--- config.mk ---
export PLATFORM = sky130hd
export DESIGN_NAME = pixel_to_block_v1_flat
export DESIGN_NICKNAME = d
export VERILOG_FILES = /design/src/rtl/pb_pkg.sv /design/src/rtl/pixel_to_block_v1_if.sv /design/src/rtl/pixel_pair_packer.sv /design/src/rtl/pixel_to_block_v1.sv /design/src/flat_wrapper.sv
export SDC_FILE = /design/constraint.sdc
export NUM_CORES = 1
export LEC_CHECK = 0
export BUFFER_PORTS_ARGS = -buffer_cell sky130_fd_sc_hd__buf_2
export CORE_MARGIN = 1.5
export CORE_UTILIZATION = 51
export CTS_CLUSTER_DIAMETER = 120
export DETAILED_ROUTE_END_ITERATION = 6
export HOLD_SLACK_MARGIN = 0.15
export PLACE_DENSITY = 0.83
export SLEW_MARGIN = 15
export SYNTH_ARGS = -nofsm -noshare
export SYNTH_HDL_FRONTEND = slang
export SYNTH_SLANG_ARGS = --single-unit
export TNS_END_PERCENT = 30
--- constraint.sdc ---
create_clock -name pclk -period 2.4 [get_ports pclk]
set_clock_uncertainty 0.2 [all_clocks]
set_input_delay 0.24 -clock pclk [delete_from_list [all_inputs] [get_ports pclk]]
set_output_delay 0.24 -clock pclk [all_outputs]
set_load 0.01 [all_outputs]
--- src/rtl/pb_pkg.sv ---
// ============================================================================
// Module  : pb_pkg
// Purpose : Window/stripe constants, word layout and pixel field helper
//           for the pixel-to-block writer.
// Rev     : 1.0
// ============================================================================
`timescale 1ns/1ps
`default_nettype none

package pb_pkg;

    localparam int COL_START   = 96;
    localparam int ROW_START   = 56;
    localparam int WIN_SIZE    = 128;
    localparam int STRIPE_ROWS = 32;
    localparam int BLOCK_WORDS = WIN_SIZE / 2 * STRIPE_ROWS;

    localparam int REF0 = 24;
    localparam int COL0 = 22;
    localparam int PIX0 = 16;
    localparam int REF1 = 8;
    localparam int COL1 = 6;
    localparam int PIX1 = 0;

    typedef enum logic [1:0] {
        ST_IDLE    = 2'd0,
        ST_CAPTURE = 2'd1,
        ST_DROP    = 2'd2
    } cap_state_t;

    typedef struct packed {
        logic [1:0] colour;
        logic [5:0] pixel;
    } pix_fields_t;

    // Camera byte is {pixel[9:4], pad[3:2], colour[1:0]}; the pad bits are discarded.
    function automatic pix_fields_t pb_extract(input logic [9:0] pix);
        pix_fields_t f;
        logic [1:0]  unused_pad;
        unused_pad = pix[3:2];
        f.colour   = pix[1:0];
        f.pixel    = pix[9:4];
        return f;
    endfunction

endpackage

`default_nettype wire

--- src/rtl/pixel_to_block_v1_if.sv ---
// ============================================================================
// Module  : pixel_to_block_v1_if
// Purpose : Camera input, BRAM write port and DMA handshake bundle.
// Rev     : 1.0
// ============================================================================
`timescale 1ns/1ps
`default_nettype none

interface pixel_to_block_v1_if;

    logic        pixel_valid;
    logic [9:0]  pixel_in;
    logic [7:0]  row_count;
    logic [8:0]  col_count;
    logic [31:0] bram_addr;
    logic [31:0] bram_wrdata;
    logic [3:0]  bram_we;
    logic        bram_en;
    logic        block_ready;
    logic        block_bank;
    logic        block_ack;
    logic        overrun;

    modport slave (
        input  pixel_valid, pixel_in, row_count, col_count, block_ack,
        output bram_addr, bram_wrdata, bram_we, bram_en,
        output block_ready, block_bank, overrun
    );

    modport master (
        output pixel_valid, pixel_in, row_count, col_count, block_ack,
        input  bram_addr, bram_wrdata, bram_we, bram_en,
        input  block_ready, block_bank, overrun
    );

endinterface

`default_nettype wire

--- src/rtl/pixel_pair_packer.sv ---
// ============================================================================
// Module  : pixel_pair_packer
// Purpose : Latches the even-column pixel and packs it with the odd one.
// Rev     : 1.0
// ============================================================================
`timescale 1ns/1ps
`default_nettype none

module pixel_pair_packer
    import pb_pkg::*;
(
    input  wire logic        pclk,
    input  wire logic        reset,
    input  wire logic        i_pix_valid,
    input  wire logic        i_odd,
    input  wire logic [9:0]  i_pixel,
    input  wire logic [7:0]  i_ref,
    output logic      [31:0] o_word,
    output logic             o_word_valid
);

    pix_fields_t r_pix0;
    logic        r_have0;
    pix_fields_t w_pix0;
    pix_fields_t w_pix1;

    always_ff @(posedge pclk or negedge reset) begin
        if (!reset) begin
            r_pix0  <= '0;
            r_have0 <= 1'b0;
        end else if (i_pix_valid) begin
            if (!i_odd) begin
                r_pix0  <= pb_extract(i_pixel);
                r_have0 <= 1'b1;
            end else begin
                r_pix0  <= '0;
                r_have0 <= 1'b0;
            end
        end
    end

    // An odd pixel with no even partner still produces a word, with zeroed pixel0 fields.
    always_comb begin
        w_pix1       = pb_extract(i_pixel);
        w_pix0       = r_have0 ? r_pix0 : '0;
        o_word       = '0;
        o_word[REF0 +: 8] = i_ref;
        o_word[COL0 +: 2] = w_pix0.colour;
        o_word[PIX0 +: 6] = w_pix0.pixel;
        o_word[REF1 +: 8] = i_ref;
        o_word[COL1 +: 2] = w_pix1.colour;
        o_word[PIX1 +: 6] = w_pix1.pixel;
        o_word_valid = i_pix_valid && i_odd;
    end

endmodule

`default_nettype wire

--- src/rtl/pixel_to_block_v1.sv ---
// ============================================================================
// Module  : pixel_to_block_v1
// Purpose : Captures the 128x128 centre window into ping-pong BRAM stripes
//           and hands completed stripes to DMA via ready/ack.
// Rev     : 1.0
// ============================================================================
`timescale 1ns/1ps
`default_nettype none

module pixel_to_block_v1
    import pb_pkg::*;
(
    input  wire logic         pclk,
    input  wire logic         reset,
    pixel_to_block_v1_if.slave bus
);

    cap_state_t  r_state;
    cap_state_t  w_state_next;
    logic [5:0]  r_frame_cnt;
    logic        r_wbank;
    logic [1:0]  r_pending;
    logic [1:0]  r_fifo;
    logic [1:0]  r_count;
    logic        r_end_q;
    logic        r_overrun;
    logic        r_bram_en;
    logic [31:0] r_bram_addr;
    logic [31:0] r_bram_wrdata;

    logic        w_in_win;
    logic        w_stripe_start;
    logic        w_last_word;
    logic [6:0]  w_row_off;
    logic [5:0]  w_col_pair;
    logic [10:0] w_index;
    logic [7:0]  w_ref;
    logic [31:0] w_word;
    logic        w_word_valid;
    logic        w_wr;
    logic        w_done;
    logic        w_drop_start;
    logic        w_push;
    logic        w_pop;
    logic [1:0]  w_fifo_next;
    logic [1:0]  w_count_next;
    logic [1:0]  w_pending_next;

    assign w_in_win = bus.pixel_valid
                   && (bus.col_count >= 9'(COL_START))
                   && (bus.col_count <= 9'(COL_START + WIN_SIZE - 1))
                   && (bus.row_count >= 8'(ROW_START))
                   && (bus.row_count <= 8'(ROW_START + WIN_SIZE - 1));

    assign w_row_off      = 7'(bus.row_count - 8'(ROW_START));
    assign w_col_pair     = 6'((bus.col_count - 9'(COL_START)) >> 1);
    assign w_index        = {w_row_off[4:0], w_col_pair};
    assign w_ref          = {r_frame_cnt, w_row_off[6:5]};
    assign w_stripe_start = w_in_win && (bus.col_count == 9'(COL_START))
                         && (w_row_off[4:0] == 5'd0);
    assign w_last_word    = w_in_win && (w_row_off[4:0] == 5'(STRIPE_ROWS - 1))
                         && (bus.col_count == 9'(COL_START + WIN_SIZE - 1));

    pixel_pair_packer u_packer (
        .pclk         (pclk),
        .reset        (reset),
        .i_pix_valid  (w_in_win),
        .i_odd        (bus.col_count[0]),
        .i_pixel      (bus.pixel_in),
        .i_ref        (w_ref),
        .o_word       (w_word),
        .o_word_valid (w_word_valid)
    );

    // Stripe-start decides capture vs drop from the pending flag of the current write bank.
    always_comb begin
        w_state_next = r_state;
        w_drop_start = 1'b0;
        w_wr         = 1'b0;
        w_done       = 1'b0;
        if (w_stripe_start) begin
            w_drop_start = r_pending[r_wbank];
            w_state_next = r_pending[r_wbank] ? ST_DROP : ST_CAPTURE;
        end else begin
            case (r_state)
                ST_CAPTURE: begin
                    w_wr = w_word_valid;
                    if (w_last_word) begin
                        w_done       = 1'b1;
                        w_state_next = ST_IDLE;
                    end
                end
                ST_DROP: begin
                    if (w_last_word) begin
                        w_state_next = ST_IDLE;
                    end
                end
                default: ;
            endcase
        end
    end

    assign w_push = r_end_q && (r_count != 2'd2);
    assign w_pop  = bus.block_ack && (r_count != 2'd0);

    // Pop and push may coincide; the head advances and the new bank lands behind it.
    always_comb begin
        w_fifo_next    = r_fifo;
        w_count_next   = r_count;
        w_pending_next = r_pending;
        if (w_pop) begin
            w_pending_next[r_fifo[0]] = 1'b0;
        end
        if (w_push) begin
            w_pending_next[r_wbank] = 1'b1;
        end
        case ({w_push, w_pop})
            2'b01: begin
                w_fifo_next  = {1'b0, r_fifo[1]};
                w_count_next = r_count - 2'd1;
            end
            2'b10: begin
                if (r_count == 2'd0) begin
                    w_fifo_next[0] = r_wbank;
                end else begin
                    w_fifo_next[1] = r_wbank;
                end
                w_count_next = r_count + 2'd1;
            end
            2'b11: begin
                if (r_count == 2'd1) begin
                    w_fifo_next[0] = r_wbank;
                end else begin
                    w_fifo_next = {r_wbank, r_fifo[1]};
                end
            end
            default: ;
        endcase
    end

    always_ff @(posedge pclk or negedge reset) begin
        if (!reset) begin
            r_state       <= ST_IDLE;
            r_frame_cnt   <= 6'd0;
            r_wbank       <= 1'b0;
            r_pending     <= 2'b00;
            r_fifo        <= 2'b00;
            r_count       <= 2'd0;
            r_end_q       <= 1'b0;
            r_overrun     <= 1'b0;
            r_bram_en     <= 1'b0;
            r_bram_addr   <= 32'd0;
            r_bram_wrdata <= 32'd0;
        end else begin
            r_state   <= w_state_next;
            r_end_q   <= w_done;
            r_overrun <= w_drop_start;
            r_bram_en <= w_wr;
            r_pending <= w_pending_next;
            r_fifo    <= w_fifo_next;
            r_count   <= w_count_next;
            if (bus.pixel_valid && (bus.row_count == 8'd0) && (bus.col_count == 9'd0)) begin
                r_frame_cnt <= r_frame_cnt + 6'd1;
            end
            if (w_wr) begin
                r_bram_addr   <= {20'd0, r_wbank, w_index};
                r_bram_wrdata <= w_word;
            end
            if (r_end_q) begin
                r_wbank <= ~r_wbank;
            end
        end
    end

    assign bus.bram_en     = r_bram_en;
    assign bus.bram_we     = {4{r_bram_en}};
    assign bus.bram_addr   = r_bram_addr;
    assign bus.bram_wrdata = r_bram_wrdata;
    assign bus.block_ready = (r_count != 2'd0);
    assign bus.block_bank  = r_fifo[0];
    assign bus.overrun     = r_overrun;

endmodule

`default_nettype wire
--- src/flat_wrapper.sv ---
// flat-port wrapper written by rule: the top's interface ports become plain ports
module pixel_to_block_v1_flat import pb_pkg::*;
  (pclk, reset, bus_pixel_valid, bus_pixel_in, bus_row_count, bus_col_count, bus_block_ack, bus_bram_addr, bus_bram_wrdata, bus_bram_we, bus_bram_en, bus_block_ready, bus_block_bank, bus_overrun);
  pixel_to_block_v1_if bus_i ();
  input  wire logic pclk;
  input  wire logic reset;
  input wire logic [$bits(bus_i.pixel_valid)-1:0] bus_pixel_valid;
  input wire logic [$bits(bus_i.pixel_in)-1:0] bus_pixel_in;
  input wire logic [$bits(bus_i.row_count)-1:0] bus_row_count;
  input wire logic [$bits(bus_i.col_count)-1:0] bus_col_count;
  input wire logic [$bits(bus_i.block_ack)-1:0] bus_block_ack;
  output wire logic [$bits(bus_i.bram_addr)-1:0] bus_bram_addr;
  output wire logic [$bits(bus_i.bram_wrdata)-1:0] bus_bram_wrdata;
  output wire logic [$bits(bus_i.bram_we)-1:0] bus_bram_we;
  output wire logic [$bits(bus_i.bram_en)-1:0] bus_bram_en;
  output wire logic [$bits(bus_i.block_ready)-1:0] bus_block_ready;
  output wire logic [$bits(bus_i.block_bank)-1:0] bus_block_bank;
  output wire logic [$bits(bus_i.overrun)-1:0] bus_overrun;
  assign bus_i.pixel_valid = bus_pixel_valid;
  assign bus_i.pixel_in = bus_pixel_in;
  assign bus_i.row_count = bus_row_count;
  assign bus_i.col_count = bus_col_count;
  assign bus_i.block_ack = bus_block_ack;
  assign bus_bram_addr = bus_i.bram_addr;
  assign bus_bram_wrdata = bus_i.bram_wrdata;
  assign bus_bram_we = bus_i.bram_we;
  assign bus_bram_en = bus_i.bram_en;
  assign bus_block_ready = bus_i.block_ready;
  assign bus_block_bank = bus_i.block_bank;
  assign bus_overrun = bus_i.overrun;
  pixel_to_block_v1 u_core (.pclk(pclk), .reset(reset), .bus(bus_i));
endmodule
**Word-level counts from Yosys, hierarchy flattened**

Index checks and enable logic that the tools add are counted.

- Order comparisons: 8
- Shifts and indexed selects: 0
- Equality and inequality tests: 13
- $add $sub $neg: 5
- Reduce and logical (&&, ||, !) cells: 28
- Multiplexer cells: 27
- Multipliers: 0
- Div/mod/pow operators: 0
- Bitwise operators: 4

Operators with widths:

| operator | count |
|---|---|
| 8-bit 2-to-1 mux | 2 |
| 1-bit logical AND | 15 |
| 1-bit 2-to-1 mux | 15 |
| 2-bit 2-to-1 mux | 6 |
| 9-bit by 7-bit equality test with 1-bit output, second input constant | 1 |
| 9-bit by 8-bit equality test with 1-bit output, second input constant | 1 |
| 9-bit by 7-bit >= comparator with 1-bit output, second input constant | 1 |
| 9-bit by 8-bit <= comparator with 1-bit output, second input constant | 1 |
| 9-bit zero test | 1 |
| 8-bit by 6-bit >= comparator with 1-bit output, second input constant | 1 |
| 8-bit <= comparator, second input constant | 1 |
| 8-bit zero test | 1 |
| 2-bit nonzero test | 4 |
| 7-bit by 6-bit subtractor with 7-bit output, second input constant | 1 |
| 7-bit subtractor, second input constant | 1 |
| 6-bit by 1-bit adder with 6-bit output, second input constant | 1 |
| 2-bit by 1-bit equality test with 1-bit output, second input constant | 3 |
| 2-bit equality test, second input constant | 3 |
| 2-bit != test, second input constant | 3 |
| 2-bit case mux with 3 select lines | 1 |
| 5-bit equality test, second input constant | 1 |
| 5-bit zero test | 1 |
| 1-bit by 2-bit < comparator with 1-bit output, second input constant | 2 |
| 2-bit case mux with 2 select lines | 1 |
| other kinds (14) | 17 |

- Bits in read-only memories: 0
- Memory bits (writable): 0
- Bits of input ports: 31
- Bits in latches: 0
- Bits in registers: 71
- Memories kept: 0
- Output and inout bits: 72
- Word-level logic and storage cells: 100

**Depth between registers and ports, before layout**

Gate-level depths: netlist of run 1.

- Depth after elaboration: 10
- Depth in mapped cells: 10
- Depth with buffers taken out: 10

**Cells and area by module**

From an unflattened synthesis of run 1, not the netlist that was laid out.

- Cells, all modules: 301
- Area, all modules: 3682.3 µm²

By module, submodules not included:

| module | sequential area each (µm²) | area an instance (µm²) | instances | cells each |
|---|---|---|---|---|
| pixel_to_block_v1 | 1551.5 | 3072.9 | 1 | 235 |
| pixel_pair_packer | 225.2 | 609.3 | 1 | 66 |

**Least setup slack after synthesis of run 1**

No wires, ideal clock.

- Path type: input -> register
- Start point: input bus_col_count[0]
- End point: register u_core.r_bram_wrdata[30], in the netlist u_core.bus.bram_wrdata[30]
- Library setup time: 0.127 ns
- Slack: 0.099 ns
- Arrival: 1.974 ns
- Data required time: 2.073 ns
- Path buffers: 2
- Stages on the path: 7
- Cells stage by stage: or4_4 > o31ai_4 > nand4b_2 > nor3_2 > buf_6 > buf_12 > mux2_1

- Cells in the longest elaborated chain, start to end: 8
- Elaborated cells on any way between the ends: 12
- Classes of those cells: order compare (2); eq/ne (1); mux (2); reduce/logical (7)

RTL lines:

| item | line | text |
|---|---|---|
| from (decl) | flat_wrapper.sv:10 | `input wire logic [$bits(bus_i.col_count)-1:0] bus_col_count;` |
| 9-bit by 7-bit >= comparator with 1-bit output | pixel_to_block_v1.sv:50 | `&& (bus.col_count >= 9'(COL_START))` |
| 1-bit logical AND | pixel_to_block_v1.sv:50 |  |
| 1-bit logical AND | pixel_to_block_v1.sv:51 | `&& (bus.col_count <= 9'(COL_START + WIN_SIZE - 1))` |
| 1-bit logical AND | pixel_to_block_v1.sv:52 | `&& (bus.row_count >= 8'(ROW_START))` |
| 1-bit logical AND | pixel_to_block_v1.sv:53 | `&& (bus.row_count <= 8'(ROW_START + WIN_SIZE - 1));` |
| 1-bit logical AND (on tied branches) | pixel_pair_packer.sv:53, pixel_to_block_v1.sv:59 |  |
| 1-bit 2-to-1 mux or 1-bit logical AND (tied branches) | pixel_to_block_v1.sv:85, pixel_to_block_v1.sv:60 |  |
| 1-bit 2-to-1 mux * | pixel_to_block_v1.sv:81 | `if (w_stripe_start) begin` |
| to (signal assigned) | pixel_to_block_v1.sv:167 | `r_bram_wrdata <= w_word;` |
| to (decl) | pixel_to_block_v1.sv:29 | `logic [31:0] r_bram_wrdata;` |

Mark *: on every way between the ends. The rest lies on a longest branch, timed or not.
A chain may end at the register's enable or synchronous reset.

**Final worst setup path of run 1**

- Start point: input bus_col_count[0]
- End point: register u_core.u_packer.r_pix0[5] in the netlist's numbering

- Cells in the longest elaborated chain, start to end: 5
- Elaborated cells on any way between the ends: 7
- Classes of those cells: order compare (2); mux (1); reduce/logical (4)

RTL lines:

| item | line | text |
|---|---|---|
| 9-bit by 7-bit >= comparator with 1-bit output | pixel_to_block_v1.sv:50 |  |
| 1-bit logical AND | pixel_to_block_v1.sv:50 |  |
| 1-bit logical AND | pixel_to_block_v1.sv:51 |  |
| 1-bit logical AND | pixel_to_block_v1.sv:52 |  |
| 1-bit logical AND | pixel_to_block_v1.sv:53 |  |
| to (signal assigned) | pixel_pair_packer.sv:33 | `r_pix0 <= pb_extract(i_pixel);` |
| to (decl) | pixel_pair_packer.sv:22 | `pix_fields_t r_pix0;` |

Parallel ways exist; a longest one is shown, timed or not.

==> reports/metrics.yaml, run 1 <==
max_stage_delay_ns: 0.59
synth.avg_cell_area_um2: 11.38
via_count: 2387
diodes: 0
ys_warn_count: 0
setup_viol: 0
synth.top_cell.area_share: 0.4880
place_area_um2: 3586
track_usage: 0.2035
async_flop_share: 1.000
h-tree-depth: 3
clk_pin_slew_ns: 0.08
dp_slack_ns: -0.08929
die_area_um2: 6821
finalCritPeriodShare: 0.9738
nets: 434
dr.pass1.iters: 4
rows: 28
layout_setup_ws_ns: 0.06299
grt_pass1_vias: 2180
drive_above_1_share: 0.3300
grt-ovfl-total: 0
cap_violations: 0
place_congestion: 0.8795
vias_per_cell: 5.057
rsz0062_at_grt: "yes"
start_kind: "primary input"
ioPinCount: 103
grt_max_degree: 36
routed_wl_mm: 6.661
die_h_um: 82.59
relSlewSlack: 0.5365
portBuffers: 80
die_w_um: 82.59
ir_drop_mv: 0.4969
p_leak_nw: 2.164
ys_seq_area_frac: 0.4880
layout.cells.non_filler: 472
fillers: 464
wl_per_cell_um: 14.11
fin_setup_tns_ns: 0
slew_viol_final: 0
ys_types: 44
synth-edff-count: 0
syn_to_final_growth_pct: 26.34
ant_nets: 0
clock.fmax_mhz: 427.9
dp_cells: 426
cts_buffers: 9
cts_num_sinks: 63
yosys-top-cells-area: "dfrtp_1 49%, buf_4 7.4%, ha_1 4.3%"
cts_tree: "built"
drt_iter0_drc: 167
worstSetupEndpointType: "register"
worst-slew-pin-transition_ns: 0.6952
power_mw: 2.297
syn-instance-count: 284
whs_ns: 0.1753
initial_core_util: 0.5361
dp.final_hpwl_mm: 4.531
cpMaxStageDelayCell: "dlygate4sd3_1"
cts_root_buffer: "clkbuf_8"
power_density_nw_per_um2: 562.9
synth_area_um2: 3231
period_minus_slack_ns: 2.337
final_util: 0.6773
status: "completed"
drc: 0
path_cells: "buf_2 -> or4_4 -> o31ai_4 -> nand4b_2 -> buf_6 -> o41ai_1 -> dlygate4sd3_1"
synthFlopType: "dfrtp_1"
ff2ff_setup_slack_ns: 0.44
worstSetupPathType: "in -> reg"
worstPathArrival_ns: 2.41
grt_pass1_wl_mm: 10.18
cp.required_ns: 2.47
clk_latency_ns: 0.33
critPathTopFamily: "buffers and inverters"
hp-class: "in -> reg"
yosysTopAreaCell: "dfrtp_1"
cp_num_buf_inv: 3
synth-seq-cells: 63
cp_max_fo: 23
fp.coreArea_um2: 6026
hold_viol_final: 0
antenna_found_initial: 0
fin_area_um2: 4081
cts_buffer_depth: 2
## cells in the final DEF, fill, tap and decap left out, types with 8 or more instances in the layout
master / count
dlygate4sd3_1: 30
mux2_1: 10
ha_1: 11
mux2_4: 9
clkbuf_8: 9
conb_1: 20
mux2i_1: 11
buf_2: 80
nand2_1: 26
o21ai_0: 17
dfrtp_1: 63
inv_1: 27
o41ai_1: 8
buf_4: 8
## kinds of logic after synthesis
group           share of synthesized area
compound gates                    0.07591
xor+xnor                          0.02711
fa+ha+maj                         0.04260
buf+inv                            0.1317
flops                              0.4880
mux                                0.1352
other cells                      0.001161
simple gates                      0.09837
## timing repair
action	4_1_cts	5_1_grt
setup endpoints to repair	0	4
setup buffers	0	0
hold buffers	26	4
resized for setup	0	4
hold endpoints to repair	60	1
## synthesized netlist by cell type, types with 2 or more instances
library cell  instances
a22oi_1               2
nor2_1                2
mux2_4                9
inv_1                27
buf_4                32
nor3_1                3
buf_6                 2
nand2_1              26
ha_1                 11
nand2b_1              4
xnor2_1               5
mux2_1               10
nor4_1                3
a21oi_1               2
mux2_2                7
dfrtp_1              63
nand3_1               4
nand4_1               4
mux2i_1              11
o41ai_1               8
clkbuf_1              6
xor2_1                5
o21ai_0              17
## worst paths after layout
check | end | startpoint | depth (start not counted)
setup / recovery | u_core.u_packer.r_pix0[5] | bus_col_count[0] | 7
hold / removal | u_core.r_end_q | bus_col_count[4] | 5
setup reg to reg | u_core.r_fifo[0] | u_core.r_count[0] | 10
hold reg to reg | u_core.r_frame_cnt[5] | u_core.r_frame_cnt[5] | 1
max in group asynchronous | u_core.r_count[1] | reset | 3
min in group asynchronous | u_core.bus.bram_wrdata[15] | reset | 2
## worst register-to-register path: stages (launching register included)
cell	delay [ns]
dfrtp_1	0.41
inv_1	0.09
ha_1	0.19
inv_1	0.06
nand2_1	0.12
inv_1	0.09
ha_1	0.24
nand2b_1	0.09
o21ai_0	0.08
a22oi_1	0.18
o21ai_0	0.10
## layout make-up
type	count	area, µm²	share of cell area
clock buffers	9	123.9	0.03035
flip-flops and latches	63	1577	0.3863
well taps	75	93.84	0.02299
repair buffers	121	812.0	0.1990
inverters	27	101.3	0.02483
multi-input cells	170	1325	0.3246
clock inverters	7	48.80	0.01196
## where the power goes
part / internal [mW] / switching [mW] / leakage [nW] / total (mW)
clock network: 0.375 / 0.421 / 0.0894 / 0.796
logic: 0.160 / 0.197 / 1.26 / 0.356
registers: 1.11 / 0.0354 / 0.816 / 1.14
## state kept, by name, summed over array words and instances (netlist names), 2 cells and up
| register | flops |
|---|---|
| u_core.r_frame_cnt | 6 |
| u_core.bus.bram_addr | 12 |
| u_core.r_fifo | 2 |
| u_core.u_packer.r_pix0 | 8 |
| u_core.r_count | 2 |
| u_core.r_state | 2 |
| u_core.r_pending | 2 |
| u_core.bus.bram_wrdata | 24 |
## layer usage
metal,vias to the layer above,global-route usage,share of wire
met2,84,0.3350,0.49
met5,-,0,0
met4,0,0.07333,0.014
li1,1145,-,-
met1,1149,0.2551,0.44
met3,9,0.05824,0.057
Power figures use the tool's default switching activity.
==> run 2, diff against run 1 <==
--- a/config.mk
+++ b/config.mk
@@ -11,7 +11,7 @@
 export CTS_CLUSTER_DIAMETER = 120
 export DETAILED_ROUTE_END_ITERATION = 6
 export HOLD_SLACK_MARGIN = 0.15
-export PLACE_DENSITY = 0.83
+export PLACE_DENSITY = 0.91
 export SLEW_MARGIN = 15
 export SYNTH_ARGS = -nofsm -noshare
 export SYNTH_HDL_FRONTEND = slang
==> reports/metrics.yaml, run 2 (synthesis gave the netlist of run 1 again) <==
die_h_um: 82.59  # unchanged
rr_startpoint: "u_core.r_count[0]"  # unchanged
grt_pass1_wl_mm: 11.44  # was 10.18 mm
mostFrequentLayoutCells: "79 x buf_2, 63 x dfrtp_1, 27 x inv_1"  # was 80 x buf_2, 63 x dfrtp_1, 30 x dlygate4sd3_1
clk_pin_slew_ns: 0.07  # was 0.08 ns
via_count: 2488  # was 2387
startpoint: "bus_col_count[3]"  # was bus_col_count[0]
cts_buffers: 9  # unchanged
ir_drop_mv: 0.5635  # was 0.4969 mV
vias_per_cell: 5.249  # was 5.057
cts_tree: "built"  # unchanged
die_w_um: 82.59  # unchanged
hold_viol_final: 0  # unchanged
register_area_um2: 1577  # unchanged
rr_endpoint: "u_core.r_fifo[0]"  # unchanged
slew_viol_final: 0  # unchanged
power_density_nw_per_um2: 636.9  # was 562.9 nW/µm²
place_area_um2: 3588  # was 3586 µm²
dp_slack_ns: -0.08648  # was -0.08929 ns
fp.coreArea_um2: 6026  # unchanged
max_stage_delay_ns: 0.56  # was 0.59 ns
path_cells: "buf_2 -> dlygate4sd3_1 -> buf_4 -> nand3_1 -> nor2_1 -> o221a_2 -> nor3_4 -> buf_6 -> buf_4 -> mux2_2"  # was buf_2 -> or4_4 -> o31ai_4 -> nand4b_2 -> buf_6 -> o41ai_1 -> dlygate4sd3_1
ff2ff_setup_slack_ns: 0.39  # was 0.44 ns
wl_per_cell_um: 15.55  # was 14.11 µm
power_mw: 2.699  # was 2.297 mW
worst-slew-pin-transition_ns: 0.5830  # was 0.6952 ns
start_kind: "primary input"  # unchanged
p_leak_nw: 2.237  # was 2.164 nW
cp_max_fo: 7  # was 23
fin_area_um2: 4238  # was 4081 µm²
largest_register_ffs: 24  # unchanged
fillers: 420  # was 464
hold_start: "bus_col_count[5]"  # was bus_col_count[4]
dr.pass1.iters: 5  # was 4
clock.fmax_mhz: 423.5  # was 427.9 MHz
multi_input_area_um2: 1360  # was 1325 µm²
cap_violations: 0  # unchanged
drc: 0  # unchanged
dp.final_hpwl_mm: 4.924  # was 4.531 mm
setup_viol: 0  # unchanged
critPathTopFamily: "buffers and inverters"  # unchanged
final_common_cell: "buf_2"  # unchanged
rows: 28  # unchanged
crit_cells: 10  # was 7
syn_to_final_growth_pct: 31.18  # was 26.34%
initial_core_util: 0.5361  # unchanged
worstSetupPathType: "in -> reg"  # unchanged
routed_wl_mm: 7.372  # was 6.661 mm
h-tree-depth: 3  # unchanged
clk_latency_ns: 0.34  # was 0.33 ns
grt_max_degree: 33  # was 36
relSlewSlack: 0.6059  # was 0.5365
period_minus_slack_ns: 2.362  # was 2.337 ns
cts_root_buffer: "clkbuf_8"  # unchanged
ant_nets: 0  # unchanged
status: "completed"  # unchanged
worstSetupEndpointType: "register"  # unchanged
path_common_cell: "buf_4"
die_area_um2: 6821  # unchanged
cp.required_ns: 2.43  # was 2.47 ns
portBuffers: 80  # unchanged
cts_num_sinks: 63  # unchanged
cts_buffer_depth: 2  # unchanged
layout_setup_ws_ns: 0.03846  # was 0.06299 ns
cpMaxStageDelayCell: "dlygate4sd3_1"  # unchanged
antenna_found_initial: 0  # unchanged
track_usage: 0.2294  # was 0.2035
grt-ovfl-total: 0  # unchanged
diodes: 0  # unchanged
drt_iter0_drc: 84  # was 167
place_congestion: 0.8707  # was 0.8795
worstPathArrival_ns: 2.39  # was 2.41 ns
drive_above_1_share: 0.3659  # was 0.3300
holdPathEnd: "u_core.r_frame_cnt[0]"  # was u_core.r_end_q
ioPinCount: 103  # unchanged
grt_pass1_vias: 2447  # was 2180
finalCritPeriodShare: 0.9840  # was 0.9738
hp-class: "in -> reg"  # unchanged
nets: 436  # was 434
min_delay_path_depth: 4  # was 5
r2r_cells: 10  # unchanged
cp_num_buf_inv: 5  # was 3
-- run 2: cell count changes in the layout (fill, tap and decap cells not counted), sizes merged --
| cell | before | now |
|---|---|---|
| dlymetal6s4s | 0 | 1 |
| bufinv | 0 | 3 |
| clkinv | 5 | 0 |
| clkbuf | 9 | 12 |
| clkinvlp | 1 | 0 |
| dlygate4sd3 | 30 | 24 |
| buf | 91 | 98 |
-- run 2: per-stage QoR --
stage | hold WS, ns | instances | util | setup TNS, ns
floorplan | -0.2556 | 303 | - | 0
detailed placement | 0.09135 | 428 | 0.5955 | -1.856
finish | 0.1545 | 474 | 0.7033 | 0
global route | 0.1587 | 474 | 0.7033 | -0.1208
CTS | 0.1396 | 469 | 0.6809 | 0
global placement | 0.08648 | 428 | 0.5955 | -0.9320
-- run 2: worst max path at each step --
stage / end / slack [ns]
2_1_floorplan: u_core.bus.bram_wrdata[30] / 0.1
3_3_place_gp: u_core.bus.bram_wrdata[2] / -0.05
3_5_place_dp: u_core.bus.bram_addr[7] / -0.09
4_1_cts: u_core.r_frame_cnt[5] / 0.002
5_1_grt: u_core.bus.bram_wrdata[3] / -0.02
6_report: u_core.bus.bram_wrdata[1] / 0.04
-- run 2: report_power, final --
group	total (mW)	switching, mW	leakage, nW	internal [mW]
Clock	1.19	0.414	0.133	0.779
Combinational	0.357	0.206	1.29	0.151
Sequential	1.15	0.0388	0.816	1.11
-- run 2: repair_timing --
item	in CTS	in global routing
setup endpoints to repair	0	37
hold endpoints to repair	97	9
hold buffers	25	1
buffers inserted	0	6
gates resized for setup	0	18
-- run 2: layout make-up --
| class | count | share of cell area |
|---|---|---|
| Timing Repair Buffer | 123 | 0.1987 |
| Multi-Input combinational cell | 170 | 0.3209 |
| Clock inverter | 4 | 0.02332 |
| Tap cell | 75 | 0.02214 |
| Sequential cell | 63 | 0.3720 |
| Clock buffer | 12 | 0.03897 |
| Inverter | 27 | 0.02391 |
-- run 2: tightest hold or removal path: stages --
cell and delay (ns):
buf_2 0.13, nor4_1 0.08, nand3_2 0.14, xnor2_1 0.08
-- run 2: metal layers --
layer,vias to the layer above,wire [µm],track usage
met5,-,0,0
met1,1231,2915,0.2620
met2,91,3924,0.3959
li1,1147,-,-
met3,19,386,0.05495
met4,0,146,0.1217
==> run 3, diff against run 2 <==
--- a/config.mk
+++ b/config.mk
@@ -7,11 +7,11 @@
 export LEC_CHECK = 0
 export BUFFER_PORTS_ARGS = -buffer_cell sky130_fd_sc_hd__buf_2
 export CORE_MARGIN = 1.5
-export CORE_UTILIZATION = 51
+export CORE_UTILIZATION = 50
 export CTS_CLUSTER_DIAMETER = 120
 export DETAILED_ROUTE_END_ITERATION = 6
 export HOLD_SLACK_MARGIN = 0.15
-export PLACE_DENSITY = 0.91
+export PLACE_DENSITY = 0.9
 export SLEW_MARGIN = 15
 export SYNTH_ARGS = -nofsm -noshare
 export SYNTH_HDL_FRONTEND = slang
==> reports/metrics.yaml, run 3 (synthesis gave the netlist of run 1 again) <==
routed_wl_mm: 6.669  # was 7.372 mm
via_count: 2394  # was 2488
hold_start: "bus_row_count[7]"  # was bus_col_count[5]
hp-class: "in -> reg"  # unchanged
dp.final_hpwl_mm: 4.487  # was 4.924 mm
startpoint: "bus_row_count[0]"  # was bus_col_count[3]
drt_iter0_drc: 87  # was 84
cts_buffer_depth: 2  # unchanged
start_kind: "primary input"  # unchanged
slew_viol_final: 0  # unchanged
portBuffers: 80  # unchanged
h-tree-depth: 3  # unchanged
power_mw: 2.604  # was 2.699 mW
layout_setup_ws_ns: 0.07233  # was 0.03846 ns
max_stage_delay_ns: 0.53  # was 0.56 ns
nets: 433  # was 436
place_congestion: 0.8046  # was 0.8707
diodes: 0  # unchanged
p_leak_nw: 2.214  # was 2.237 nW
die_h_um: 83.38  # was 82.59 µm
hold_viol_final: 0  # unchanged
multi_input_area_um2: 1320  # was 1360 µm²
cts_tree: "built"  # unchanged
clk_latency_ns: 0.33  # was 0.34 ns
ioPinCount: 103  # unchanged
worstSetupEndpointType: "register"  # unchanged
rows: 29  # was 28
final_util: 0.6605  # was 0.7033
grt_pass1_vias: 2354  # was 2447
setup_viol: 0  # unchanged
cp_num_buf_inv: 3  # was 5
ir_drop_mv: 0.4824  # was 0.5635 mV
die_w_um: 83.38  # was 82.59 µm
antenna_found_initial: 0  # unchanged
power_density_nw_per_um2: 624.5  # was 636.9 nW/µm²
period_minus_slack_ns: 2.328  # was 2.362 ns
initial_core_util: 0.5117  # was 0.5361
cp.required_ns: 2.46  # was 2.43 ns
grt_pass1_wl_mm: 10.97  # was 11.44 mm
largest_register_ffs: 24  # unchanged
die_area_um2: 6952  # was 6821 µm²
fillers: 471  # was 420
cts_root_buffer: "clkbuf_8"  # unchanged
cap_violations: 0  # unchanged
status: "completed"  # unchanged
cpMaxStageDelayCell: "dlygate4sd3_1"  # unchanged
clk_pin_slew_ns: 0.08  # was 0.07 ns
dr.pass1.iters: 4  # was 5
worstPathArrival_ns: 2.39  # about the same
mostFrequentLayoutCells: "79 x buf_2, 63 x dfrtp_1, 27 x inv_1"  # unchanged
critPathTopFamily: "simple AND/OR/NAND/NOR gates"  # was buffers and inverters
cts_num_sinks: 63  # unchanged
wl_per_cell_um: 14.10  # was 15.55 µm
register_area_um2: 1577  # unchanged
cp_max_fo: 4  # was 7
syn_to_final_growth_pct: 29.09  # was 31.18%
grt_max_degree: 64  # was 33
clock.fmax_mhz: 429.6  # was 423.5 MHz
rr_startpoint: "u_core.r_count[0]"  # unchanged
fin_setup_tns_ns: 0  # unchanged
path_cells: "dlygate4sd3_1 -> buf_2 -> or4_1 -> nor4_4 -> buf_4 -> nand3_1 -> nor3_2 -> xor2_1"  # was buf_2 -> dlygate4sd3_1 -> buf_4 -> nand3_1 -> nor2_1 -> o221a_2 -> nor3_4 -> buf_6 -> buf_4 -> mux2_2
worstSetupPathType: "in -> reg"  # unchanged
grt-ovfl-total: 0  # unchanged
ant_nets: 0  # unchanged
drive_above_1_share: 0.3384  # was 0.3659
track_usage: 0.1962  # was 0.2294
finalCritPeriodShare: 0.9699  # was 0.9840
dp_slack_ns: -0.08919  # was -0.08648 ns
drc: 0  # unchanged
vias_per_cell: 5.061  # was 5.249
cts_buffers: 9  # unchanged
final_common_cell: "buf_2"  # unchanged
fp.coreArea_um2: 6314  # was 6026 µm²
[run 3: worst register-to-register path, cell delays in order, from the launching register on]
cell and delay, ns:
dfrtp_1 0.41, inv_1 0.09, ha_1 0.19, inv_1 0.06, nand2_1 0.12, inv_1 0.09, ha_1 0.24, nand2b_1 0.10
o21ai_0 0.09, a22oi_1 0.18, o21ai_0 0.09
[run 3: timing repair]
| action | CTS | global route |
|---|---|---|
| resized for setup | 0 | 5 |
| hold buffers | 25 | 0 |
| setup buffers | 0 | 4 |
| endpoints found under the hold margin | 95 | 0 |
| setup endpoints to repair | 0 | 28 |
[run 3: layout make-up]
| cell class | instances | share of cell area |
|---|---|---|
| Clock buffer | 10 | 0.03300 |
| Clock inverter | 6 | 0.02580 |
| Inverter | 27 | 0.02430 |
| Multi-Input combinational cell | 170 | 0.3165 |
| Sequential cell | 63 | 0.3780 |
| Tap cell | 77 | 0.02310 |
| Timing Repair Buffer | 120 | 0.1992 |
[run 3: stage by stage]
stage,area [µm²],instances,hold slack [ns]
final,4170,473,0.1906
after global routing,4170,473,0.1952
after CTS,4096,469,0.1599
after detailed placement,3601,428,0.07969
after global placement,3601,428,0.07336
after floorplan,3302,303,-0.2556
[run 3: where the power goes]
group,switching [mW],internal (mW),leakage (nW)
clock network,0.408,0.715,0.122
logic,0.187,0.149,1.28
registers,0.0352,1.11,0.816
[run 3: layer usage]
metal	wire, µm	global-route usage	part of all wire
met5	0	0	0
met3	284	0.03678	0.043
met1	2916	0.2511	0.44
met2	3373	0.3326	0.51
met4	95	0.07121	0.014
[run 3: worst paths after layout]
check | end | slack (ns) | cells after the start
max in group asynchronous | u_core.bus.bram_en | 1.46 | 3
min in group asynchronous | u_core.bus.bram_wrdata[29] | 0.25 | 3
worst min-delay path | u_core.r_frame_cnt[0] | 0.19 | 4
worst max-delay path | u_core.r_frame_cnt[5] | 0.07 | 8
worst min register to register | u_core.r_wbank | 0.28 | 1
worst max register to register | u_core.r_fifo[0] | 0.44 | 10
